==> src/rtl/perm_register_file.sv <==
// Parametrised permutation register file: DEPTH x WIDTH registers with init, swap,
// write, rotate and a multi-cycle range-reverse sequencer behind a valid/ready port.
module perm_register_file #(
  parameter int WIDTH = 4,
  parameter int DEPTH = 8,
  localparam int AW = (DEPTH > 1) ? $clog2(DEPTH) : 1
) (
  input  logic                   clk,
  input  logic                   rst_n,
  input  logic                   cmd_valid,
  output logic                   cmd_ready,
  input  logic [2:0]             cmd_op,
  input  logic [AW-1:0]          cmd_x,
  input  logic [AW-1:0]          cmd_y,
  input  logic [WIDTH-1:0]       cmd_data,
  output logic [WIDTH-1:0]       rd_x_data,
  output logic [WIDTH-1:0]       rd_y_data,
  output logic [DEPTH*WIDTH-1:0] regs_flat,
  output logic                   busy,
  output logic                   done,
  output logic                   err
);

  typedef enum logic {
    S_IDLE,
    S_REV
  } state_e;

  typedef enum logic [2:0] {
    OP_NOP     = 3'd0,
    OP_INIT    = 3'd1,
    OP_SWAP    = 3'd2,
    OP_WRITE   = 3'd3,
    OP_ROT_L   = 3'd4,
    OP_ROT_R   = 3'd5,
    OP_REVERSE = 3'd6,
    OP_RSVD    = 3'd7
  } op_e;

  localparam logic [AW:0] DEPTH_W = (AW+1)'(DEPTH);

  state_e           state_q, state_d;
  logic [WIDTH-1:0] regs_q [DEPTH];
  logic [WIDTH-1:0] regs_d [DEPTH];
  logic [AW-1:0]    lo_q, lo_d, hi_q, hi_d;
  logic             done_q, done_d, err_q, err_d;

  logic             accept, x_ok, y_ok, bad_cmd, rev_start, rev_last;
  logic [AW-1:0]    rev_next_lo, rev_next_hi;
  op_e              op;

  function automatic logic [WIDTH-1:0] init_val(input int unsigned i);
    return WIDTH'(i);
  endfunction

  // Command decode shared by the next-state and datapath logic
  always_comb begin
    op          = op_e'(cmd_op);
    accept      = cmd_valid && cmd_ready;
    x_ok        = {1'b0, cmd_x} < DEPTH_W;
    y_ok        = {1'b0, cmd_y} < DEPTH_W;
    bad_cmd     = 1'b0;
    case (op)
      OP_RSVD:             bad_cmd = 1'b1;
      OP_WRITE:            bad_cmd = !x_ok;
      OP_SWAP, OP_REVERSE: bad_cmd = !(x_ok && y_ok);
      default:             bad_cmd = 1'b0;
    endcase
    rev_start   = accept && !bad_cmd && (op == OP_REVERSE) && (cmd_x != cmd_y);
    rev_next_lo = lo_q + AW'(1);
    rev_next_hi = hi_q - AW'(1);
    rev_last    = rev_next_lo >= rev_next_hi;
  end

  always_ff @(posedge clk) begin
    if (!rst_n) begin
      state_q <= S_IDLE;
      lo_q    <= '0;
      hi_q    <= '0;
      done_q  <= 1'b0;
      err_q   <= 1'b0;
      for (int unsigned i = 0; i < DEPTH; i++) regs_q[i] <= init_val(i);
    end else begin
      state_q <= state_d;
      lo_q    <= lo_d;
      hi_q    <= hi_d;
      done_q  <= done_d;
      err_q   <= err_d;
      for (int unsigned i = 0; i < DEPTH; i++) regs_q[i] <= regs_d[i];
    end
  end

  always_comb begin
    state_d = state_q;
    lo_d    = lo_q;
    hi_d    = hi_q;
    case (state_q)
      S_IDLE: begin
        if (rev_start) begin
          state_d = S_REV;
          lo_d    = (cmd_x < cmd_y) ? cmd_x : cmd_y;
          hi_d    = (cmd_x < cmd_y) ? cmd_y : cmd_x;
        end
      end
      S_REV: begin
        lo_d = rev_next_lo;
        hi_d = rev_next_hi;
        if (rev_last) state_d = S_IDLE;
      end
      default: state_d = S_IDLE;
    endcase
  end

  // Array update: one swap per cycle while reversing, otherwise the accepted command
  always_comb begin
    for (int unsigned i = 0; i < DEPTH; i++) regs_d[i] = regs_q[i];
    done_d = 1'b0;
    err_d  = 1'b0;
    if (state_q == S_REV) begin
      regs_d[lo_q] = regs_q[hi_q];
      regs_d[hi_q] = regs_q[lo_q];
      done_d       = rev_last;
    end else if (accept) begin
      if (bad_cmd) begin
        err_d = 1'b1;
      end else begin
        done_d = !rev_start;
        case (op)
          OP_INIT: begin
            for (int unsigned i = 0; i < DEPTH; i++) regs_d[i] = init_val(i);
          end
          OP_SWAP: begin
            regs_d[cmd_x] = regs_q[cmd_y];
            regs_d[cmd_y] = regs_q[cmd_x];
          end
          OP_WRITE: regs_d[cmd_x] = cmd_data;
          OP_ROT_L: begin
            for (int unsigned i = 0; i < DEPTH; i++) regs_d[i] = regs_q[(i + 1) % DEPTH];
          end
          OP_ROT_R: begin
            for (int unsigned i = 0; i < DEPTH; i++)
              regs_d[i] = regs_q[(i + DEPTH - 1) % DEPTH];
          end
          default: ;
        endcase
      end
    end
  end

  always_comb begin
    cmd_ready = (state_q == S_IDLE);
    busy      = (state_q == S_REV);
    done      = done_q;
    err       = err_q;
    rd_x_data = x_ok ? regs_q[cmd_x] : '0;
    rd_y_data = y_ok ? regs_q[cmd_y] : '0;
    regs_flat = '0;
    for (int unsigned i = 0; i < DEPTH; i++) regs_flat[i*WIDTH +: WIDTH] = regs_q[i];
  end

endmodule

==> config.mk <==
export PLATFORM = sky130hd
export DESIGN_NAME = perm_register_file
export DESIGN_NICKNAME = d
export VERILOG_FILES = /design/src/rtl/perm_register_file.sv
export SDC_FILE = /design/constraint.sdc
export NUM_CORES = 1
export LEC_CHECK = 0
export CORE_MARGIN = 1
export CORE_UTILIZATION = 38
export DETAILED_ROUTE_END_ITERATION = 16
export DONT_BUFFER_PORTS = 1
export GPL_TIMING_DRIVEN = 0
export HOLD_SLACK_MARGIN = 0.15
export SYNTH_ARGS = -nofsm -noshare
export SYNTH_HDL_FRONTEND = slang
export SYNTH_SLANG_ARGS = --single-unit
==> constraint.sdc <==
create_clock -name clk -period 3.7 [get_ports clk]
set_clock_uncertainty 0.15 [all_clocks]
set_input_delay 1.11 -clock clk [delete_from_list [all_inputs] [get_ports clk]]
set_output_delay 1.11 -clock clk [all_outputs]
set_load 0.02 [all_outputs]
==> results of run 1 <==
[cell type report]
class,count,area (sq um),area share (%)
Sequential cell,47,941,14.4
Buffer,83,403,6.17
Multi-Input combinational cell,629,4640,71.1
Inverter,26,97.6,1.50
Tap cell,211,264,4.05
Timing Repair Buffer,1,7.51,0.115
Clock buffer,5,125,1.92
Clock inverter,3,46.3,0.709
[per-stage QoR]
step	hold WS, ns	power, mW	std cells	util [%]
global placement	0.590	1.49	996	41.1
global route	0.657	2.13	1005	42.5
floorplan	0.482	1.22	785	-
detailed placement	0.595	1.49	996	41.1
CTS	0.608	2.03	1004	42.3
finish	0.615	2.07	1005	42.5
[how the worst max path moves through the flow]
| stage | slack, ns | startpoint | depth (start not counted) | endpoint |
|---|---|---|---|---|
| after floorplan | 0.19 | cmd_y[0] | 5 | rd_y_data[2] |
| after global placement | -0.11 | cmd_x[0] | 12 | flip-flop |
| after detailed placement | -0.12 | cmd_x[0] | 12 | flip-flop |
| after CTS | 0.03 | cmd_y[0] | 5 | rd_y_data[2] |
| after global routing | 0.009 | cmd_x[2] | 4 | rd_x_data[0] |
| final | 0.02 | cmd_x[0] | 5 | rd_x_data[3] |
[power groups by stage]
stage	Sequential (mW)	Clock [mW]	Combinational [mW]
global placement	0.683	0	0.805
detailed placement	0.684	0	0.804
CTS	0.673	0.545	0.808
global route	0.679	0.566	0.885
finish	0.678	0.542	0.851
floorplan	0.641	0	0.576
[what timing repair did]
| item | CTS | global route |
|---|---|---|
| setup endpoints to repair | 1 | 5 |
| gates resized for setup | 1 | 3 |
| buffers inserted | 0 | 1 |
| pin swaps | 0 | 1 |
[worst min-delay path, delay by kind of cell, from the launching register on]
| kind | cells | cell delay, ns |
|---|---|---|
| AOI/OAI and AO/OA | 1 | 0.14 |
| adders and majority gates | 1 | 0.16 |
| DFF | 1 | 0.37 |
| and+or+nand+nor | 1 | 0.05 |
[layer usage]
metal / vias up / part of all wire, % / routed length (microns)
li1: 3059 / - / -
met1: 3435 / 40 / 12100
met2: 668 / 40 / 12200
met3: 136 / 14 / 4210
met4: 0 / 6.1 / 1840
met5: - / 0 / 0
[kinds of logic (layout without fill, tap and decap cells)]
family / count (synthesis) / count (layout) / share of synthesized area (%)
AOI/OAI and AO/OA: 297 / 297 / 34.9
and+or+nand+nor: 244 / 244 / 20.6
buffers and inverters: 109 / 118 / 8.22
muxes: 76 / 76 / 18.4
DFF: 47 / 47 / 15.5
adders and majority gates: 10 / 10 / 2.06
xor gates and xnor gates: 2 / 2 / 0.289
[cell usage after synthesis (all sizes together) (9+ instances only)]
| library cell | number |
|---|---|
| nand2 | 75 |
| a21oi | 70 |
| nor2 | 58 |
| o21ai | 57 |
| dfxtp | 47 |
| clkbuf | 46 |
| mux2i | 44 |
| buf | 37 |
| o221ai | 30 |
| inv | 26 |
| mux4 | 22 |
| a31oi | 19 |
| nor3 | 19 |
| nand3 | 18 |
| a221oi | 14 |
| o22ai | 14 |
| nor2b | 11 |
| ha | 10 |
| mux2 | 10 |
| nand2b | 9 |
| o211ai | 9 |
==> results by group, run 1 <==
Outcome
  – Status: finished, final reports clean

Worst setup path
  – Critical Path RT: 2.44 ns
  – Crit. End Element: output port
  – Worst path bufs/invs: 2
  – R2R Path Start: busy
  – CP Launch Type: input pin
  – Worst path max stage delay: 0.34 ns
  – Kind of cell adding the most delay to the critical path: compound AO/OA/AOI/OAI gates
  – Worst path cell trace: clkbuf_4 > mux2_1 > a221o_1 > a21oi_4 > inv_2
  – Crit Path Class: input pin to output port
  – Reg2reg setup slack: 0.59 ns
  – Crit path max fanout: 8
  – Path depth of the worst reg2reg path: 5
  – Slowest cell on crit path: mux2_1
  – Critical R2R Capture: regs_q[2][3]
  – Arrival @ worst endpoint: 2.42 ns

Logic synthesis
  – Seq/Total Area, Yosys: 15.5%
  – Syn avg cell area: 7.72 sq um
  – FF+latch count, synth: 47
  – Syn Std Cell Area: 0.00606 sq mm
  – Top cell type's share of synthesized area: 15.5%
  – Ys flop type: dfxtp_1
  – Async set or reset register ratio after synthesis: 0%
  – Post-synth net total: 811
  – Post-synthesis cell type count: 86
  – Mapped Cells: 785
  – Top cells by area, synth: dfxtp_1, mux4_2, mux2i_1, a21oi_1, nand2_1
  – Synth area leader: dfxtp_1
  – EDFF count, synth: 0
  – Warnings from Yosys: 0

Layout
  – Commonest non-fill, non-tap cell in the layout: nand2_1
  – Fillers: 1,647
  – Ratio of cells with drive above 1 in the final layout: 14.1%
  – Synthesis-to-finish area growth: 7.70%
  – Ant. Diodes: 0
  – Commonest non-fill, non-tap cells in the layout: nand2_1, a21oi_1, nor2_1, dfxtp_1
  – Nets: 819
  – Finished Cell Area: 0.00653 sq mm

Place
  – Setup WS pre-CTS: -0.122 ns
  – Post-Place Cell Area: 0.00632 sq mm
  – IO Port Bufs: 0
  – Dpl hpwl: 22.7 mm
  – GP Congestion: 1.04

Clock network
  – Clock slew seen by the registers of the worst setup and hold paths: 0.07 ns
  – Root Buffer: clkbuf_16
  – CTS Buf Count: 5
  – CTS tree: done
  – CTS sink count: 47
  – H-tree depth: 2
  – Max Buffers Root-to-Sink: 2
  – Hold Buf Count CTS: 0
  – Clock Latency Late Sink: 0.30 ns

Floorplanning
  – Die Wd: 128 microns
  – Initial core utilization: 39.4%
  – Die Ht: 128 microns
  – Overall die area: 0.0165 sq mm
  – I/O pin cnt: 60
  – Core ar.: 0.0154 sq mm
  – Row cnt: 45

STA
  – Min Tclk post-route: 3.68 ns
  – Endpoints failing setup: 0
  – Highest clock rate: 272 MHz
  – Final worst slack: 0.0239 ns
  – Period utilisation layout: 99.4%
  – Final Hold Vio Count: 0
  – TNS Setup: 0 ns
  – RSZ-0062 raised after global routing: no
  – Worst Tran Pin Value: 1.28 ns
  – Slew Limit Fails: 0
  – Max_slew headroom: 14.1%

Global route
  – Initial antenna violation count: 0
  – GRT Util Overall: 36.7%
  – GR Util met1: 50.9%
  – Via count of the first global-routing pass: 6,412
  – Largest net degree at the start of global routing: 17
  – Gr busiest metal: met2
  – GRT met2 Usage: 53.3%
  – Global-route wire length before repair: 43.9 mm
  – Routing usage on met3: 9.31%
  – Grt total ovfl: 0

Pwr
  – Internal Power: 1.16 mW
  – Reg power frac: 32.7%
  – Pwr dens: 317 mW/mm^2
  – Clock power frac: 26.2%
  – Net Sw Frac: 44.1%
  – Comb pwr share: 41.1%
  – Leakage power: 2.27 nW
  – Switching Power: 0.913 mW
  – Worst VDD drop: 0.000211 V

Route
  – Vias: 7,298
  – DRT iter0 DRCs: 1,388
  – WL/cell: 30.2 microns
  – DRC violations left: 0
  – Post-DRT Antenna Nets: 0
  – Total wire length: 30.4 mm
  – DRT Pass-1 Iters: 6
  – Via/cell ratio: 7.26

Hold path
  – Hold worst-path end: lo_q[1]
  – Worst Hold Depth: 3
  – Hold/Removal Path Class: flip-flop to flip-flop
  – Hold_sp: lo_q[1]

Job
  – Max-cap violations: 0
Power figures use the tool's default switching activity.
==> inputs of run 2 (changes only) <==
--- a/config.mk
+++ b/config.mk
@@ -5,12 +5,17 @@
 export SDC_FILE = /design/constraint.sdc
 export NUM_CORES = 1
 export LEC_CHECK = 0
+export ABC_AREA = 1
+export CELL_PAD_IN_SITES_DETAIL_PLACEMENT = 2
+export CELL_PAD_IN_SITES_GLOBAL_PLACEMENT = 2
 export CORE_MARGIN = 1
-export CORE_UTILIZATION = 38
+export CORE_UTILIZATION = 33
 export DETAILED_ROUTE_END_ITERATION = 16
 export DONT_BUFFER_PORTS = 1
 export GPL_TIMING_DRIVEN = 0
 export HOLD_SLACK_MARGIN = 0.15
+export PLACE_DENSITY_LB_ADDON = 0.1
+export REMOVE_ABC_BUFFERS = 1
 export SYNTH_ARGS = -nofsm -noshare
 export SYNTH_HDL_FRONTEND = slang
 export SYNTH_SLANG_ARGS = --single-unit
==> run 2 against run 1 <==
Effect of this change:
- via count is 10% higher
- global-route usage is 2.6 points lower
- first-iteration DRC count is 56% lower
- die area is 19% higher
- critical path type unchanged
- largest cell class unchanged
- largest power group unchanged
==> results by group, run 2 <==
STA
  – Worst Tran Pin Value: 1.06 ns (-0.220 ns)
  – Highest clock rate: 290 MHz (+6.5%)
  – Slew Limit Fails: 0 (unchanged)
  – RSZ-0062 raised after global routing: no
  – Final worst slack: 0.248 ns (+0.224 ns)
  – Final Hold Vio Count: 0 (unchanged)
  – TNS Setup: 0 ns (unchanged)
  – Min Tclk post-route: 3.45 ns (-0.224 ns)
  – Period utilisation layout: 93.3% (-6.1 points)
  – Endpoints failing setup: 0 (unchanged)
  – Max_slew headroom: 29.5% (+15 points)

Logic synthesis
  – Mapped Cells: 1,164 (+48%)
  – Syn avg cell area: 5.39 sq um (-30%)
  – Most frequent cell after synthesis: nand2_1
  – Ys flop type: dfxtp_1
  – Post-synthesis cell type count: 39 (-55%)
  – FF+latch count, synth: 47 (unchanged)
  – Syn Std Cell Area: 0.00627 sq mm (+3.4%)
  – Synth top cells by count: nand2_1, nand3_1, a21oi_1, inv_1, o21ai_0
  – Synth area leader: nand2_1
  – Async set or reset register ratio after synthesis: 0% (unchanged)
  – EDFF count, synth: 0 (unchanged)
  – Warnings from Yosys: 0 (unchanged)
  – Top cells by area, synth: nand2_1, dfxtp_1, nand3_1, a21oi_1, o21ai_0
  – Seq/Total Area, Yosys: 15.0% (-0.52 points)
  – Top cell type's share of synthesized area: 22.7% (+7.2 points)

Layout
  – Multi-input logic area: 0.00445 sq mm (-4.1%)
  – Ratio of cells with drive above 1 in the final layout: 5.74% (-8.4 points)
  – Synthesis-to-finish area growth: 1.34%
  – Commonest non-fill, non-tap cell in the layout: nand2_1
  – Register Area: 942 sq um (+0.13%)
  – Post-route insts no fill: 1,349 (+34%)
  – Fillers: 2,514 (+53%)
  – Ant. Diodes: 0 (unchanged)
  – Commonest non-fill, non-tap cells in the layout: nand2_1, nand3_1, a21oi_1, inv_1, o21ai_0
  – Nets: 1,140 (+39%)

Clock network
  – H-tree depth: 2 (unchanged)
  – Max Buffers Root-to-Sink: 2 (unchanged)
  – Hold Buf Count CTS: 0 (unchanged)
  – CTS sink count: 47 (unchanged)
  – Clock slew seen by the registers of the worst setup and hold paths: 0.07 ns (about the same)
  – Clock Latency Late Sink: 0.29 ns (about the same)
  – Post-CTS Setup Bufs: 0 (unchanged)
  – Cts repair resizes: 0 (-1)
  – CTS tree: done
  – Root Buffer: clkbuf_16
  – CTS Buf Count: 5 (unchanged)

Global route
  – Grt total ovfl: 0 (unchanged)
  – Largest net degree at the start of global routing: 43 (+26)
  – Via count of the first global-routing pass: 8,035 (+25%)
  – GRT Util Overall: 34.1% (-2.6 points)
  – Global-route wire length before repair: 50.4 mm (+15%)
  – Initial antenna violation count: 0 (unchanged)

Floorplanning
  – Die Ht: 140 microns (+9.0%)
  – Core ar.: 0.0186 sq mm (+21%)
  – Row cnt: 50 (+11%)
  – I/O pin cnt: 60 (unchanged)
  – Initial core utilization: 33.6% (-5.8 points)
  – Die Wd: 140 microns (+9.0%)
  – Overall die area: 0.0196 sq mm (+19%)

Outcome
  – Status: finished, final reports clean

Route
  – Vias: 8,059 (+10%)
  – Via/cell ratio: 5.97 (-18%)
  – Wire length on met3: 1.13 mm (-73%)
  – DRT Pass-1 Iters: 5 (-1)
  – Met2 wire len: 15.6 mm (+28%)
  – DRC violations left: 0 (unchanged)
  – M1 WL: 15.8 mm (+30%)
  – Post-DRT Antenna Nets: 0 (unchanged)
  – Highest routed layer: met4
  – Total wire length: 33.6 mm (+11%)
  – WL/cell: 24.9 microns (-18%)
  – DRT iter0 DRCs: 612 (-56%)

Pwr
  – Worst VDD drop: 0.000177 V (-16%)
  – Total power: 2.02 mW (-2.4%)
  – Leakage power: 3.02 nW (+33%)
  – Pwr dens: 318 mW/mm^2 (+0.30%)

Place
  – IO Port Bufs: 0 (unchanged)
  – GP Congestion: 0.914 (-13%)
  – Setup WS pre-CTS: 0.292 ns (+0.413 ns)
  – Placed cells: 1,341 (+35%)
  – Dpl hpwl: 25.9 mm (+14%)

Worst setup path
  – CP Launch Type: input pin
  – Worst path max stage delay: 0.42 ns (+0.08 ns)
  – Arrival @ worst endpoint: 2.19 ns (-0.23 ns)
  – Slowest cell on crit path: nand2_1
  – Crit path top cell by count: nand2_1
  – Crit. End Element: output port
  – Critical Path RT: 2.44 ns (about the same)
  – Path depth of the worst reg2reg path: 8 (+3)
  – Crit Path Class: input pin to output port
  – Crit path max fanout: 17 (+9)
  – Worst path cell trace: inv_2 > nand2_1 > nand2_1 > nand2_1 > nand2_1

Hold path
  – Hold/Removal Path Class: flip-flop to flip-flop
  – Worst Hold Depth: 2 (-1)

Job
  – Max-cap violations: 0 (unchanged)
## run 2: report_power, final
part	leakage (nW)	internal, mW	total [mW]	switching (mW)
clock network	0.0740	0.251	0.467	0.215
logic	2.56	0.213	0.794	0.582
registers	0.387	0.552	0.762	0.210
## run 2: final cells by class
type / instances / area share (%)
Clock buffer: 5 / 1.97
Sequential cell: 47 / 14.8
Inverter: 132 / 7.96
Multi-Input combinational cell: 927 / 70.1
Tap cell: 234 / 4.61
Clock inverter: 3 / 0.295
Timing Repair Buffer: 1 / 0.236
## run 2: worst max-delay path, delay by kind of cell
family,cells,cell delay [ns]
buffers and inverters,1,0.27
AND/OR/NAND/NOR,4,0.82
## run 2: metrics by stage
stage | util, % | area (sq um) | hold slack [ns]
after floorplan | - | 5900 | 0.377
after global placement | 33.2 | 6190 | 0.465
after detailed placement | 33.3 | 6210 | 0.478
after CTS | 34.1 | 6350 | 0.497
after global routing | 34.1 | 6350 | 0.533
final | 34.1 | 6350 | 0.493
## run 2: worst paths after layout
kind | from | slack [ns] | to
worst min register to register | lo_q[1] | 0.49 | lo_q[1]
worst max-delay path | cmd_x[1] | 0.25 | rd_x_data[1]
worst min-delay path | lo_q[1] | 0.49 | lo_q[1]
worst max register to register | busy | 0.62 | regs_q[7][1]
## run 2: routing by layer
layer	track usage, %	vias to the layer above
met3	1.45	59
met2	57.2	206
met1	46.3	4026
li1	-	3768
met5	0	-
met4	11.9	0
## run 2: kinds of logic (layout without fill, tap and decap cells)
logic type / Yosys count / count (layout) / share of synthesized area, %
flip-flops: 47 / 47 / 15.0
buffers and inverters: 190 / 141 / 14.0
adder cells (fa/ha/maj): 10 / 10 / 2.00
AND/OR/NAND/NOR: 650 / 650 / 46.1
AO/OA/AOI/OAI: 266 / 266 / 22.8
XOR/XNOR: 1 / 1 / 0.140
==> inputs of run 3 (changes only) <==
--- a/config.mk
+++ b/config.mk
@@ -9,7 +9,7 @@
 export CELL_PAD_IN_SITES_DETAIL_PLACEMENT = 2
 export CELL_PAD_IN_SITES_GLOBAL_PLACEMENT = 2
 export CORE_MARGIN = 1
-export CORE_UTILIZATION = 33
+export CORE_UTILIZATION = 36
 export DETAILED_ROUTE_END_ITERATION = 16
 export DONT_BUFFER_PORTS = 1
 export GPL_TIMING_DRIVEN = 0
==> constraint.sdc (replaced) <==
create_clock -name clk -period 4 [get_ports clk]
set_clock_uncertainty 0.15 [all_clocks]
set_input_delay 1.2 -clock clk [delete_from_list [all_inputs] [get_ports clk]]
set_output_delay 1.2 -clock clk [all_outputs]
set_load 0.02 [all_outputs]
==> run 3 against run 2 <==
Effect of this change:
- clock power is 11% higher
- via count is 1.3% higher
- clock-buffer cell count is 1 higher
- critical path type unchanged
==> results by group, run 3 (synthesized netlist as in run 2, its figures left out) <==
Outcome
  – Status: finished, final reports clean

Worst setup path
  – Critical Path RT: 2.65 ns (+0.21 ns)
  – Crit Path Class: input pin to output port
  – Path depth of the worst reg2reg path: 7 (-1)
  – Reg2reg setup slack: 0.87 ns (+0.25 ns)
  – Arrival @ worst endpoint: 2.18 ns (about the same)
  – R2R Path Start: busy
  – Critical R2R Capture: hi_q[1]
  – Crit. End Element: output port
  – Crit path max fanout: 17 (unchanged)
  – CP Launch Type: input pin

Route
  – Via/cell ratio: 6.11 (+2.3%)
  – Post-DRT Antenna Nets: 0 (unchanged)
  – Vias: 8,161 (+1.3%)
  – Met2 wire len: 15.6 mm (about the same)
  – DRT iter0 DRCs: 579 (-5.4%)
  – M1 WL: 14.9 mm (-5.8%)
  – Total wire length: 33.2 mm (-1.2%)
  – Highest routed layer: met4
  – WL/cell: 24.8 microns (-0.19%)
  – DRC violations left: 0 (unchanged)
  – Wire length on met3: 1.89 mm (+68%)
  – DRT Pass-1 Iters: 5 (unchanged)

Place
  – IO Port Bufs: 0 (unchanged)
  – GP Congestion: 0.900 (-1.5%)
  – Post-Place Cell Area: 0.00620 sq mm (about the same)
  – Dpl hpwl: 25.4 mm (-1.8%)

Clock network
  – Clock Latency Late Sink: 0.30 ns (about the same)
  – Clock slew seen by the registers of the worst setup and hold paths: 0.07 ns (about the same)
  – CTS tree: done
  – Cts repair resizes: 0 (unchanged)
  – CTS Buf Count: 5 (unchanged)
  – H-tree depth: 2 (unchanged)
  – Hold Buf Count CTS: 0 (unchanged)
  – Root Buffer: clkbuf_16
  – Post-CTS Setup Bufs: 0 (unchanged)
  – CTS sink count: 47 (unchanged)
  – Max Buffers Root-to-Sink: 2 (unchanged)

STA
  – Max_slew headroom: 28.5% (-0.93 points)
  – Endpoints failing setup: 0 (unchanged)
  – Slew Limit Fails: 0 (unchanged)
  – Worst Tran Pin Value: 1.07 ns (+0.0139 ns)
  – Highest clock rate: 283 MHz
  – Period utilisation layout: 88.3%
  – TNS Setup: 0 ns (unchanged)
  – Final Hold Vio Count: 0 (unchanged)
  – Min Tclk post-route: 3.53 ns
  – RSZ-0062 raised after global routing: no

Layout
  – Commonest non-fill, non-tap cells in the layout: nand2_1, nand3_1, a21oi_1, inv_1, o21ai_0
  – Finished Cell Area: 0.00638 sq mm (+0.45%)
  – Ratio of cells with drive above 1 in the final layout: 5.74% (unchanged)
  – Commonest non-fill, non-tap cell in the layout: nand2_1
  – Synthesis-to-finish area growth: 1.80%
  – Multi-input logic area: 0.00445 sq mm (unchanged)
  – Nets: 1,140 (unchanged)
  – Fillers: 2,268 (-9.8%)
  – Ant. Diodes: 0 (unchanged)
  – Register Area: 942 sq um (unchanged)

Hold path
  – Hold worst-path end: lo_q[2]
  – Hold/Removal Path Class: flip-flop to flip-flop
  – Hold_sp: lo_q[2]
  – Worst Hold Depth: 2 (unchanged)

Pwr
  – Comb pwr share: 37.6% (-1.7 points)
  – Switching Power: 0.933 mW (-7.3%)
  – Clock power frac: 26.4% (+3.3 points)
  – Worst VDD drop: 0.000184 V (+3.8%)
  – Pwr dens: 307 mW/mm^2 (-3.7%)
  – Reg power frac: 36.0% (-1.7 points)
  – Net Sw Frac: 47.7% (-2.1 points)
  – Leakage power: 3.04 nW (+0.59%)
  – Internal Power: 1.02 mW (+0.70%)

Job
  – Max-cap violations: 0 (unchanged)

Global route
  – Initial antenna violation count: 0 (unchanged)
  – Largest net degree at the start of global routing: 43 (unchanged)
  – Global-route wire length before repair: 50.3 mm (-0.14%)
  – Via count of the first global-routing pass: 8,350 (+3.9%)
  – Grt total ovfl: 0 (unchanged)
  – GRT Util Overall: 37.0% (+3.0 points)

Floorplanning
  – Die Wd: 134 microns (-4.2%)
  – Overall die area: 0.0179 sq mm (-8.2%)
  – Initial core utilization: 37.3% (+3.6 points)
  – I/O pin cnt: 60 (unchanged)
  – Row cnt: 47 (-6.0%)
  – Core ar.: 0.0168 sq mm (-9.8%)
  – Die Ht: 134 microns (-4.2%)
-- run 3: final cells by class --
| class | instances | area share, % |
|---|---|---|
| Sequential cell | 47 | 14.8 |
| Multi-Input combinational cell | 927 | 69.8 |
| Inverter | 132 | 7.92 |
| Clock inverter | 2 | 0.608 |
| Timing Repair Buffer | 1 | 0.431 |
| Tap cell | 220 | 4.31 |
| Clock buffer | 6 | 2.18 |
-- run 3: how the worst max path moves through the flow --
stage / cells after the start / to / slack (ns) / startpoint
2_1_floorplan: 5 / rd_x_data[2] / 0.83 / cmd_x[2]
3_3_place_gp: 7 / regs_q[4][2] / 0.04 / cmd_op[2]
3_5_place_dp: 5 / rd_x_data[1] / 0.48 / cmd_x[1]
4_1_cts: 6 / rd_x_data[3] / 0.47 / regs_q[0][3]
5_1_grt: 6 / rd_x_data[3] / 0.41 / regs_q[0][3]
6_report: 5 / rd_x_data[2] / 0.47 / cmd_x[1]
-- run 3: power groups by stage --
stage | Combinational [mW] | Clock [mW] | Sequential, mW
after floorplan | 0.482 | 0 | 0.632
after CTS | 0.724 | 0.517 | 0.697
after detailed placement | 0.716 | 0 | 0.707
after global placement | 0.687 | 0 | 0.704
final | 0.735 | 0.517 | 0.704
after global routing | 0.804 | 0.533 | 0.707
-- run 3: through the flow --
stage / total power, mW / hold slack, ns / setup WS, ns / util, % / cells
2_1_floorplan: 1.11 / 0.377 / 0.830 / - / 1106
3_3_place_gp: 1.39 / 0.460 / 0.0355 / 36.7 / 1326
3_5_place_dp: 1.42 / 0.491 / 0.482 / 36.9 / 1327
4_1_cts: 1.94 / 0.507 / 0.472 / 37.9 / 1335
5_1_grt: 2.04 / 0.559 / 0.407 / 37.9 / 1335
6_report: 1.96 / 0.509 / 0.469 / 37.9 / 1335
-- run 3: metal layers --
layer  global-route usage, %  vias to the layer above
li1                        -                     3762
met1                    49.6                     4092
met2                    63.3                      252
met3                    3.10                       55
met4                    10.2                        0
met5                       0                        -
-- run 3: critical path: stages --
cell	delay, ns
inv_2	0.12
nand4_1	0.11
nand2_1	0.07
nor2_2	0.30
nand2_1	0.37
